<file path="src/rtl/pc_pkg.sv">
// Shared definitions for the program-counter unit: FSM state encoding and
// the sequential fetch increment.
package pc_pkg;

    typedef enum logic [1:0] {
        RUN   = 2'b00,
        HALT  = 2'b01,
        FAULT = 2'b10
    } pc_state_t;

    localparam int unsigned PC_INCR = 4;

endpackage

</file>
<file path="src/rtl/pc_target_gen.sv">
// Redirect target generation: branch and JALR adders, JALR bit-0 mask,
// priority selection (JALR over branch) and misalignment flag on bit 1.
module pc_target_gen #(
    parameter int unsigned N = 32
) (
    input  logic         branch_taken,
    input  logic [N-1:0] branch_pc,
    input  logic [N-1:0] branch_offset,
    input  logic         jalr_taken,
    input  logic [N-1:0] jalr_base,
    input  logic [N-1:0] jalr_imm,
    output logic [N-1:0] target,
    output logic         take,
    output logic         misaligned
);

    logic [N-1:0] branch_target;
    logic [N-1:0] jalr_sum;
    logic [N-1:0] jalr_target;

    // Both adders wrap modulo 2^N; JALR result has bit 0 forced low
    always_comb begin
        branch_target = branch_pc + branch_offset;
        jalr_sum      = jalr_base + jalr_imm;
        jalr_target   = {jalr_sum[N-1:1], 1'b0};
        take          = jalr_taken | branch_taken;
        target        = jalr_taken ? jalr_target : branch_target;
        misaligned    = target[1];
    end

endmodule

</file>
<file path="src/rtl/pc_unit.sv">
// Program-counter unit: PC register, RUN/HALT/FAULT control FSM, registered
// redirect pulse, fault address capture and PC-advance counter.
module pc_unit #(
    parameter int unsigned    N            = 32,
    parameter logic [N-1:0]   RESET_VECTOR = '0
) (
    input  logic         clk,
    input  logic         rst,
    input  logic         stall,
    input  logic         branch_taken,
    input  logic [N-1:0] branch_pc,
    input  logic [N-1:0] branch_offset,
    input  logic         jalr_taken,
    input  logic [N-1:0] jalr_base,
    input  logic [N-1:0] jalr_imm,
    input  logic         halt_req,
    input  logic         resume,
    output logic [N-1:0] pc,
    output logic [N-1:0] pc_plus4,
    output logic         pc_valid,
    output logic         redirect,
    output logic         halted,
    output logic         fault,
    output logic [N-1:0] fault_addr,
    output logic [N-1:0] fetch_count
);

    import pc_pkg::*;

    pc_state_t    state;
    pc_state_t    state_next;
    logic [N-1:0] pc_next;
    logic [N-1:0] target;
    logic         take;
    logic         misaligned;
    logic         redirect_next;
    logic         fault_capture;
    logic         advance;

    pc_target_gen #(
        .N (N)
    ) u_target_gen (
        .branch_taken  (branch_taken),
        .branch_pc     (branch_pc),
        .branch_offset (branch_offset),
        .jalr_taken    (jalr_taken),
        .jalr_base     (jalr_base),
        .jalr_imm      (jalr_imm),
        .target        (target),
        .take          (take),
        .misaligned    (misaligned)
    );

    // Status outputs derived directly from the current state
    always_comb begin
        pc_plus4 = pc + N'(PC_INCR);
        pc_valid = (state == RUN) && !stall;
        halted   = (state == HALT);
        fault    = (state == FAULT);
    end

    // Next-state / next-PC: redirects beat stall; a misaligned redirect
    // freezes the PC and traps; halt_req still applies this cycle's update
    always_comb begin
        state_next    = state;
        pc_next       = pc;
        redirect_next = 1'b0;
        fault_capture = 1'b0;
        case (state)
            RUN: begin
                if (take && misaligned) begin
                    state_next    = FAULT;
                    fault_capture = 1'b1;
                end else begin
                    if (take) begin
                        pc_next       = target;
                        redirect_next = 1'b1;
                    end else if (!stall) begin
                        pc_next = pc_plus4;
                    end
                    if (halt_req) begin
                        state_next = HALT;
                    end
                end
            end
            HALT: begin
                if (resume && !halt_req) begin
                    state_next = RUN;
                end
            end
            FAULT: begin
                state_next = FAULT;
            end
            default: begin
                state_next = RUN;
            end
        endcase
        advance = (state == RUN) && (pc_next != pc);
    end

    // FSM state register
    always_ff @(posedge clk or posedge rst) begin
        if (rst) begin
            state <= RUN;
        end else begin
            state <= state_next;
        end
    end

    // PC, redirect pulse, fault address and advance counter registers
    always_ff @(posedge clk or posedge rst) begin
        if (rst) begin
            pc          <= RESET_VECTOR;
            redirect    <= 1'b0;
            fault_addr  <= '0;
            fetch_count <= '0;
        end else begin
            pc       <= pc_next;
            redirect <= redirect_next;
            if (fault_capture) begin
                fault_addr <= target;
            end
            if (advance) begin
                fetch_count <= fetch_count + 1'b1;
            end
        end
    end

endmodule

</file>
<file path="config.mk">
export PLATFORM = sky130hd
export DESIGN_NAME = pc_unit
export DESIGN_NICKNAME = d
export VERILOG_FILES = /design/src/rtl/pc_pkg.sv /design/src/rtl/pc_target_gen.sv /design/src/rtl/pc_unit.sv
export SDC_FILE = /design/constraint.sdc
export NUM_CORES = 1
export LEC_CHECK = 0
export BUFFER_PORTS_ARGS = -buffer_cell sky130_fd_sc_hd__buf_4
export CAP_MARGIN = 10
export CORE_ASPECT_RATIO = 0.75
export CORE_UTILIZATION = 58
export DETAILED_ROUTE_END_ITERATION = 12
export GPL_TIMING_DRIVEN = 0
export PLACE_DENSITY_LB_ADDON = 0.05
export REMOVE_ABC_BUFFERS = 1
export SETUP_SLACK_MARGIN = 0.4
export SLEW_MARGIN = 20
export SYNTH_ARGS = -nofsm -noshare
export SYNTH_HDL_FRONTEND = slang
export SYNTH_HIERARCHICAL = 1
export SYNTH_SLANG_ARGS = --single-unit
export TNS_END_PERCENT = 1
</file>
<file path="constraint.sdc">
create_clock -name clk -period 8.5 [get_ports clk]
set_input_delay 1.275 -clock clk [delete_from_list [all_inputs] [get_ports clk]]
set_output_delay 1.275 -clock clk [all_outputs]
set_load 0.01 [all_outputs]
</file>
==> Word-level counts from Yosys, hierarchy flattened <==
Index checks and enable logic that the tools add are counted.
{ "word_totals": {"output_inout_bits": 132, "register_bits": 99, "wordCells": 37, "in_bits": 135} }
{ "op_classes": {"bitwise_logic": 1, "n_addsub": 4, "reduce_logical": 8, "muxes": 14, "eq_ne": 5} }
{ "op_table": {"columns": ["cell", "n"], "rows": [
  ["2-to-1 mux 32 bit", 5],
  ["adder 32 bit", 2],
  ["adder 32 x 1 -> 32 bit, second input constant", 1],
  ["adder 32 x 3 -> 32 bit, second input constant", 1],
  ["inequality test 32 bit", 1],
  ["2-to-1 mux 2 bit", 3],
  ["one-hot mux 2 bit (3 select lines)", 1],
  ["2-to-1 mux 1 bit", 5],
  ["logical AND 1 bit", 4],
  ["inequality test 3 bit, second input constant", 1],
  ["== test 2 x 1 -> 1 bit, second input constant", 1],
  ["== test 2 bit, second input constant", 1],
  ["zero test 1 bit", 2],
  ["zero test 2 bit", 1],
  ["inequality test 2 x 1 -> 1 bit, second input constant", 1],
  ["AND reduction 2 bit", 1],
  ["bitwise OR 1 bit", 1]
]} }

==> Longest topological paths before layout <==
Gate-level depths: netlist of the first run.
{ "logic_depth": {"word_depth": 7, "depth_mapped": 22, "ltp_nobuf": 20} }

==> Hierarchy <==
The synthesis of the first run kept the hierarchy.
{ "by_module_without_submodules": {"columns": ["mod", "cells_per_inst", "seq_area_each_um2", "area_each_um2", "n_inst"], "rows": [
  ["pc_unit", 660, 2477.4, 6077.1, 1],
  ["pc_target_gen", 486, 0.0, 3452.1, 1]
]} }

==> Worst setup path before layout of the first run <==
Ideal clock, no wire load.
{ "synth_timing": {"path_kind": "input port to flip-flop", "from": "in branch_pc[0]", "to": "reg fetch_count[14]", "setup_time_ns": 0.080, "arrival_time_ns": 5.314, "t_required_ns": 8.420, "path_buffers": 2, "setup_slack_ns": 3.106, "stages": 20, "path_cell_list": "ha_1 -> fa_1 -> a211oi_2 -> o21ai_1 -> o2111a_1 -> o21ai_2 -> o211ai_1 -> a221o_1 -> a31oi_1 -> xor2_1 -> o21ai_1 -> a221oi_1 -> a31oi_1 -> nor4_1 -> nand4_1 -> or4_1 -> buf_2 -> buf_6 -> nand4_1 -> xnor2_1"} }
{ "synth_between": {"elab_chain_cells": 7, "elab_cells_between_ends": 8, "classes_between": "1 x add/sub; 1 x eq/ne; 4 x mux; 2 x reduce/logical"} }
{ "synth_lines": {"columns": ["item", "line", "source"], "rows": [
  ["start, declared", "pc_unit.sv:11", "input logic [N-1:0] branch_pc,"],
  ["adder 32 bit", "pc_target_gen.sv:23", "branch_target = branch_pc + branch_offset;"],
  ["2-to-1 mux 32 bit", "pc_target_gen.sv:27", "target = jalr_taken ? jalr_target : branch_target;"],
  ["via target[26]", "pc_unit.sv:33", "logic [N-1:0] target;"],
  ["2-to-1 mux 32 bit", "pc_unit.sv:75", "if (take) begin"],
  ["2-to-1 mux 32 bit", "pc_unit.sv:71", "if (take && misaligned) begin"],
  ["2-to-1 mux 32 bit", "pc_unit.sv:69", "case (state)"],
  ["inequality test 32 bit", "pc_unit.sv:98", "advance = (state == RUN) && (pc_next != pc);"],
  ["logical AND 1 bit", "pc_unit.sv:98", null],
  ["end signal, assigned", "pc_unit.sv:124", "fetch_count <= fetch_count + 1'b1;"],
  ["end, declared", "pc_unit.sv:25", "output logic [N-1:0] fetch_count"]
]} }
The timed path passes the listed nets, and every way through them passes these cells.
A chain may end at the register's enable or synchronous reset.

==> Worst setup path in the final report of the first run <==
{ "layout_timing": {"from": "in branch_pc[0]", "to": "reg fetch_count[1]"} }
Same word-level chain as after synthesis.

==> impl_metrics.env, run 1 <==
export IMPL_grt_setup_unrepaired="false"
export IMPL_postLayoutCellArea_um2=11800
export IMPL_crit_path_start_kind="primary input"
export IMPL_nFillCells=1259
export IMPL_gp_congestion=0.968
export IMPL_path_buf_inv=1
export IMPL_synth_edf_count=0
export IMPL_fin_crit_sh_pct=80.0
export IMPL_cts_resized=0
export IMPL_cp_max_fo=32
export IMPL_dr_pass1_iters=6
export IMPL_synth_top_area_share_pct=26.0
export IMPL_worstHoldStart="fetch_count[31]"
export IMPL_ctsHtreeMaxLevel=3
export IMPL_r2r_start="state[1]"
export IMPL_ys_flop_type="dfrtp_1"
export IMPL_root_buffer="clkbuf_16"
export IMPL_drc=0
export IMPL_fmax_mhz=147
export IMPL_required_ps=8740
export IMPL_grt_use_total_pct=37.1
export IMPL_ys_warn_count=6
export IMPL_ctsHoldBuffers=0
export IMPL_cp_end_kind="flip-flop"
export IMPL_synth_distinct_cells=91
export IMPL_synth_cells=1146
export IMPL_antenna_found_initial=1
export IMPL_synth_avg_cell_area_um2=8.32
export IMPL_dieHeight_um=113
export IMPL_worst_slew_pin_slew_ps=994
export IMPL_grt_overflow_total=0
export IMPL_hold_class="reg2reg"
export IMPL_grt_max_degree=61
export IMPL_syn_to_final_growth_pct=24.1
export IMPL_yosysMostFrequentCell="a21oi_1"
export IMPL_relSlewSlack_pct=33.7
export IMPL_cts_setup_buffers=0
export IMPL_ioPinCount=267
export IMPL_startpoint="branch_pc[0]"
export IMPL_synth_top_cells_by_count="a21oi_1 (100), dfrtp_1 (99), nand2_1 (98)"
export IMPL_fin_nets=1555
export IMPL_synth_seq_area_share_pct=26.0
export IMPL_maxCapViolCount=0
export IMPL_min_period_ps=6800
export IMPL_first_global_vias=9171
export IMPL_vias=10000
export IMPL_clk_pin_slew_ps=70
export IMPL_fin_tns_setup_ps=0
export IMPL_ir_drop_v=0.000226
export IMPL_postSynth_asyncResetShare_pct=100
export IMPL_viasPerCell=6.39
export IMPL_cp_slowest_stage_delay_ps=1100
export IMPL_die_w_um=150
export IMPL_dp_hpwl_um=24500
export IMPL_status="complete, no violations"
export IMPL_cts_buffers_inserted=9
export IMPL_port_buffers=266
export IMPL_first_iter_violations=1101
export IMPL_setup_viol=0
export IMPL_clock_sinks=99
export IMPL_worstPathCellList="buf_4 > ha_1 > fa_1 > a211oi_2 > o21ai_1 > o2111a_1 > o21ai_2 > o211ai_1 > a221o_1 > xnor2_1 > o21ai_0 > xor2_1 > nor3_1 > a31oi_1 > nor4_1 > nand4_1 > or4_2 > mux2_2"
export IMPL_clockBufferDepth=2
export IMPL_wire_per_inst_um=20.3
export IMPL_yosys_area_top_type="dfrtp_1"
export IMPL_crit_type="in2reg"
export IMPL_drt_total_wl_um=31800
export IMPL_n_antenna_cell=0
export IMPL_syn_area_um2=9530
export IMPL_cpLargestDelayFamily="compound AO/OA/AOI/OAI gates"
export IMPL_power_density_nw_per_um2=269
export IMPL_dpl_cell_area_um2=11500
export IMPL_ys_seq_elements=99
export IMPL_ys_top_cells_by_area="dfrtp_1 (26%), ha_1 (8.3%), xnor2_1 (7.6%)"
export IMPL_cts_tree="yes"
export IMPL_drtAntennaViolNets=0
export IMPL_fp_dieArea_um2=17000
export IMPL_skew_ps=8.91
export IMPL_hold_violations=0
export IMPL_worstPathArrival_ps=7040
export IMPL_rows=40
export IMPL_multiInputGateArea_um2=6580
export IMPL_seqCellArea_um2=2480
export IMPL_core_um2=16000
export IMPL_drv_slew=0
export IMPL_p_leak_nw=5.50
export IMPL_r2r_slack_ps=4040
export IMPL_grt_pass1_wl_um=49200
export IMPL_initial_core_util_pct=59.5
export IMPL_drive_gt1_share_pct=27.7
export IMPL_cp_slowest_cell="or4_2"
export IMPL_insertion_delay_ps=350
## metal layers
layer	wire length (um)	part of all wire (%)	GRT usage [%]
met4	546	1.7	8.55
met2	14000	44	56.5
met5	12	0.038	0
met3	3950	12	9.76
met1	13300	42	52.6
## layout make-up
cell class,count,area share [%]
clock buffer,9,1.90
clock inverter,5,0.677
inverter,38,1.27
multi-input combinational,939,55.7
sequential,99,21.0
tap,210,2.22
timing repair buffer,268,17.3
## worst register-to-register path, cell delays in order, from the launching register on
cell and delay, ps:
dfrtp_1 470, or4b_2 1070, inv_4 310, a21oi_2 100, nor4_2 320, a21oi_1 130, a2111oi_2 300, o21ai_0 220
or4_2 1000, mux2_2 430
## logic make-up (layout without fill, tap and decap cells)
| kind of cell | after synthesis | count (layout) | share of synthesized area [%] |
|---|---|---|---|
| flops | 99 | 99 | 26.0 |
| simple gates | 371 | 371 | 20.4 |
| fa+ha+maj | 65 | 65 | 8.69 |
| xor+xnor | 129 | 129 | 11.9 |
| buf+inv | 108 | 320 | 5.16 |
| mux | 39 | 39 | 4.54 |
| compound gates | 335 | 335 | 23.3 |
## registers in the layout, indices dropped and copies added, names as in the netlist
signal,flops
pc,32
redirect,1
fault_addr,32
state,2
fetch_count,32
## cell usage in the layout (no fill, tap or decap), types with 7 or more instances in the layout
cell type,count
o21ai_0,66
o22ai_1,15
nand3_2,11
mux2_2,34
and2_1,9
clkbuf_16,9
nand2_1,98
a31oi_1,16
ha_1,63
nor2_1,80
nand2b_1,8
and3_1,26
dfrtp_1,99
xor2_1,46
buf_4,266
or3_1,9
nand4_1,27
nand3_1,27
inv_1,34
and4_1,7
nor4_1,10
nor3_1,20
a21o_1,33
xnor2_1,83
nor2b_1,10
a211oi_1,7
a21oi_1,99
## worst paths after layout
path / endpoint / cells after the start
worst max-delay path: fetch_count[1] / 18
worst min-delay path: fetch_count[31] / 1
worst max register to register: fetch_count[1] / 9
worst min register to register: fetch_count[31] / 1
max in group asynchronous: pc[26] / 3
min in group asynchronous: pc[8] / 2
## metrics by stage
| stage | utilization, % | power (mW) | hold slack, ps | instances | setup WS (ps) |
|---|---|---|---|---|---|
| final | 73.8 | 3.18 | 489 | 1568 | 1700 |
| after global routing | 73.8 | 3.34 | 504 | 1568 | 1360 |
| after CTS | 73.8 | 3.12 | 496 | 1568 | 1870 |
| after detailed placement | 71.9 | 2.68 | 482 | 1554 | 1500 |
| after global placement | 71.4 | 2.63 | 461 | 1552 | 1340 |
| after floorplan | - | 1.86 | 498 | 1076 | 2600 |
## report_power, final
group	internal, mW	leakage [nW]	switching, mW
clock network	0.254	0.143	0.184
logic	0.814	4.14	1.01
registers	0.646	1.22	0.266
total	1.71	5.50	1.46
No activity file was read; power rests on OpenSTA's default activity.
==> run 2: changes to the inputs <==
--- a/config.mk
+++ b/config.mk
@@ -8,7 +8,7 @@
 export BUFFER_PORTS_ARGS = -buffer_cell sky130_fd_sc_hd__buf_4
 export CAP_MARGIN = 10
 export CORE_ASPECT_RATIO = 0.75
-export CORE_UTILIZATION = 58
+export CORE_UTILIZATION = 54
 export DETAILED_ROUTE_END_ITERATION = 12
 export GPL_TIMING_DRIVEN = 0
 export PLACE_DENSITY_LB_ADDON = 0.05
==> constraint.sdc (replaced) <==
create_clock -name clk -period 6.9 [get_ports clk]
set_input_delay 1.035 -clock clk [delete_from_list [all_inputs] [get_ports clk]]
set_output_delay 1.035 -clock clk [all_outputs]
set_load 0.01 [all_outputs]
==> impl_metrics.env, run 2 (same netlist as run 1, synthesis figures left out) <==
export IMPL_grt_use_total_pct=33.2
export IMPL_cts_buffers_inserted=9
export IMPL_maxCapViolCount=0
export IMPL_port_buffers=266
export IMPL_rows=41
export IMPL_p_sw_share_pct=45.9
export IMPL_wl_met1_um=13500
export IMPL_placed_cells=1580
export IMPL_ioPinCount=267
export IMPL_seq_power_share_pct=28.8
export IMPL_insertion_delay_ps=360
export IMPL_drtAntennaViolNets=0
export IMPL_fin_cells=1596
export IMPL_internal_power_mw=2.10
export IMPL_first_iter_violations=1104
export IMPL_dr_pass1_iters=5
export IMPL_fmax_mhz=165
export IMPL_ctsHtreeMaxLevel=3
export IMPL_dp_hpwl_um=24200
export IMPL_crit_path_start_kind="primary input"
export IMPL_first_global_vias=8683
export IMPL_crit_type="in2reg"
export IMPL_syn_to_final_growth_pct=24.4
export IMPL_wire_per_inst_um=19.4
export IMPL_clockBufferDepth=2
export IMPL_setup_viol=0
export IMPL_p_leak_nw=5.51
export IMPL_cts_tree="yes"
export IMPL_top_regs="fault_addr (32), fetch_count (32), pc (32)"
export IMPL_root_buffer="clkbuf_16"
export IMPL_grt_pass1_wl_um=46900
export IMPL_grt_setup_unrepaired="false"
export IMPL_combPwrFrac_pct=57.5
export IMPL_drt_total_wl_um=31000
export IMPL_antenna_found_initial=0
export IMPL_final_common_cell="buf_4"
export IMPL_skew_ps=6.74
export IMPL_gp_congestion=1.01
export IMPL_cp_slowest_cell="or4_4"
export IMPL_viasPerCell=6.10
export IMPL_grt_overflow_total=0
export IMPL_cp_slowest_stage_delay_ps=670
export IMPL_highest_layer="met4"
export IMPL_p_total_mw=3.88
export IMPL_drc=0
export IMPL_seqCellArea_um2=2480
export IMPL_fin_nets=1555
export IMPL_cpLargestDelayFamily="compound AO/OA/AOI/OAI gates"
export IMPL_nFillCells=1475
export IMPL_initial_core_util_pct=56.0
export IMPL_required_ps=7150
export IMPL_grt_max_degree=53
export IMPL_worst_slew_pin_slew_ps=1150
export IMPL_clk_pin_slew_ps=70
export IMPL_hold_violations=0
export IMPL_core_um2=17000
export IMPL_path_buf_inv=1
export IMPL_critPathMostFrequentCell="a21oi_1"
export IMPL_multiInputGateArea_um2=6580
export IMPL_worstPathArrival_ps=6310
export IMPL_cp_max_fo=32
export IMPL_die_w_um=155
export IMPL_dieHeight_um=117
export IMPL_status="complete, no violations"
export IMPL_cp_end_kind="flip-flop"
export IMPL_relSlewSlack_pct=23.5
export IMPL_cts_resized=0
export IMPL_wl_met3_um=3890
export IMPL_wl_met2_um=13400
export IMPL_drv_slew=0
export IMPL_power_density_nw_per_um2=327
export IMPL_p_switching_mw=1.78
export IMPL_cts_setup_buffers=0
export IMPL_ctsHoldBuffers=0
export IMPL_worstPathCellList="buf_4 > ha_1 > fa_1 > a211oi_2 > o21ai_1 > o2111a_1 > o211ai_1 > a21oi_1 > o31ai_1 > a21oi_1 > xnor2_1 > mux2i_1 > xnor2_1 > nand4_1 > nor4_1 > a21oi_1 > a2111oi_2 > o21ai_0 > or4_4 > mux2_2"
export IMPL_n_antenna_cell=0
export IMPL_ir_drop_v=0.000253
export IMPL_p_clk_share_pct=13.7
export IMPL_min_period_ps=6060
export IMPL_hold_class="reg2reg"
export IMPL_fp_dieArea_um2=18200
export IMPL_fin_crit_sh_pct=87.8
export IMPL_clock_sinks=99
export IMPL_drive_gt1_share_pct=27.7
export IMPL_vias=9735
export IMPL_final_cell_mix="buf_4 (266), a21oi_1 (100), dfrtp_1 (99)"
==> run 2: metrics by stage <==
step	hold slack (ps)	TNS (ps)	util (%)	setup WS (ps)	instance area [um^2]
6_report	486	0	69.6	839	11900
4_1_cts	494	0	69.6	442	11800
2_1_floorplan	498	0	-	1240	9180
3_3_place_gp	460	-29.6	67.4	-29.6	11500
3_5_place_dp	480	0	67.7	64.9	11500
5_1_grt	519	0	69.6	621	11900
==> run 2: final timing paths <==
check | start | to | slack (ps) | cells past startpoint
min in group asynchronous | rst | fault_addr[5] | 710 | 2
setup / recovery | branch_pc[0] | fetch_count[1] | 840 | 20
max in group asynchronous | rst | pc[28] | 5570 | 3
hold reg to reg | fetch_count[31] | fetch_count[31] | 490 | 1
setup reg to reg | state[1] | fetch_count[1] | 2910 | 9
hold / removal | fetch_count[31] | fetch_count[31] | 490 | 1
==> run 2: final cells by class <==
class                           instances  area share [%]
Multi-Input combinational cell        939            55.5
Sequential cell                        99            20.9
Timing Repair Buffer                  268            17.2
Tap cell                              236            2.49
Clock buffer                           10            2.02
Inverter                               38            1.27
Clock inverter                          6           0.591
==> run 2: power by group through the flow <==
stage               registers [mW]  clock network [mW]  logic, mW
detailed placement            1.11                   0       2.18
global placement              1.10                   0       2.14
CTS                           1.10               0.534       2.19
global route                  1.15               0.553       2.39
finish                        1.12               0.533       2.23
floorplan                     1.13                   0       1.16
==> run 2: worst register-to-register path, delay by kind of cell, from the launching register on <==
| kind | cells | cell delay, ps |
|---|---|---|
| simple gates | 3 | 2070 |
| compound gates | 4 | 680 |
| flops | 1 | 460 |
| buf+inv | 1 | 310 |
| mux | 1 | 370 |
==> run 2: per-layer routing <==
| layer | up-vias | GRT usage [%] |
|---|---|---|
| met5 | - | 0 |
| met4 | 0 | 5.56 |
| met3 | 26 | 10.3 |
| met2 | 557 | 50.3 |
| met1 | 4541 | 47.0 |
| li1 | 4611 | - |
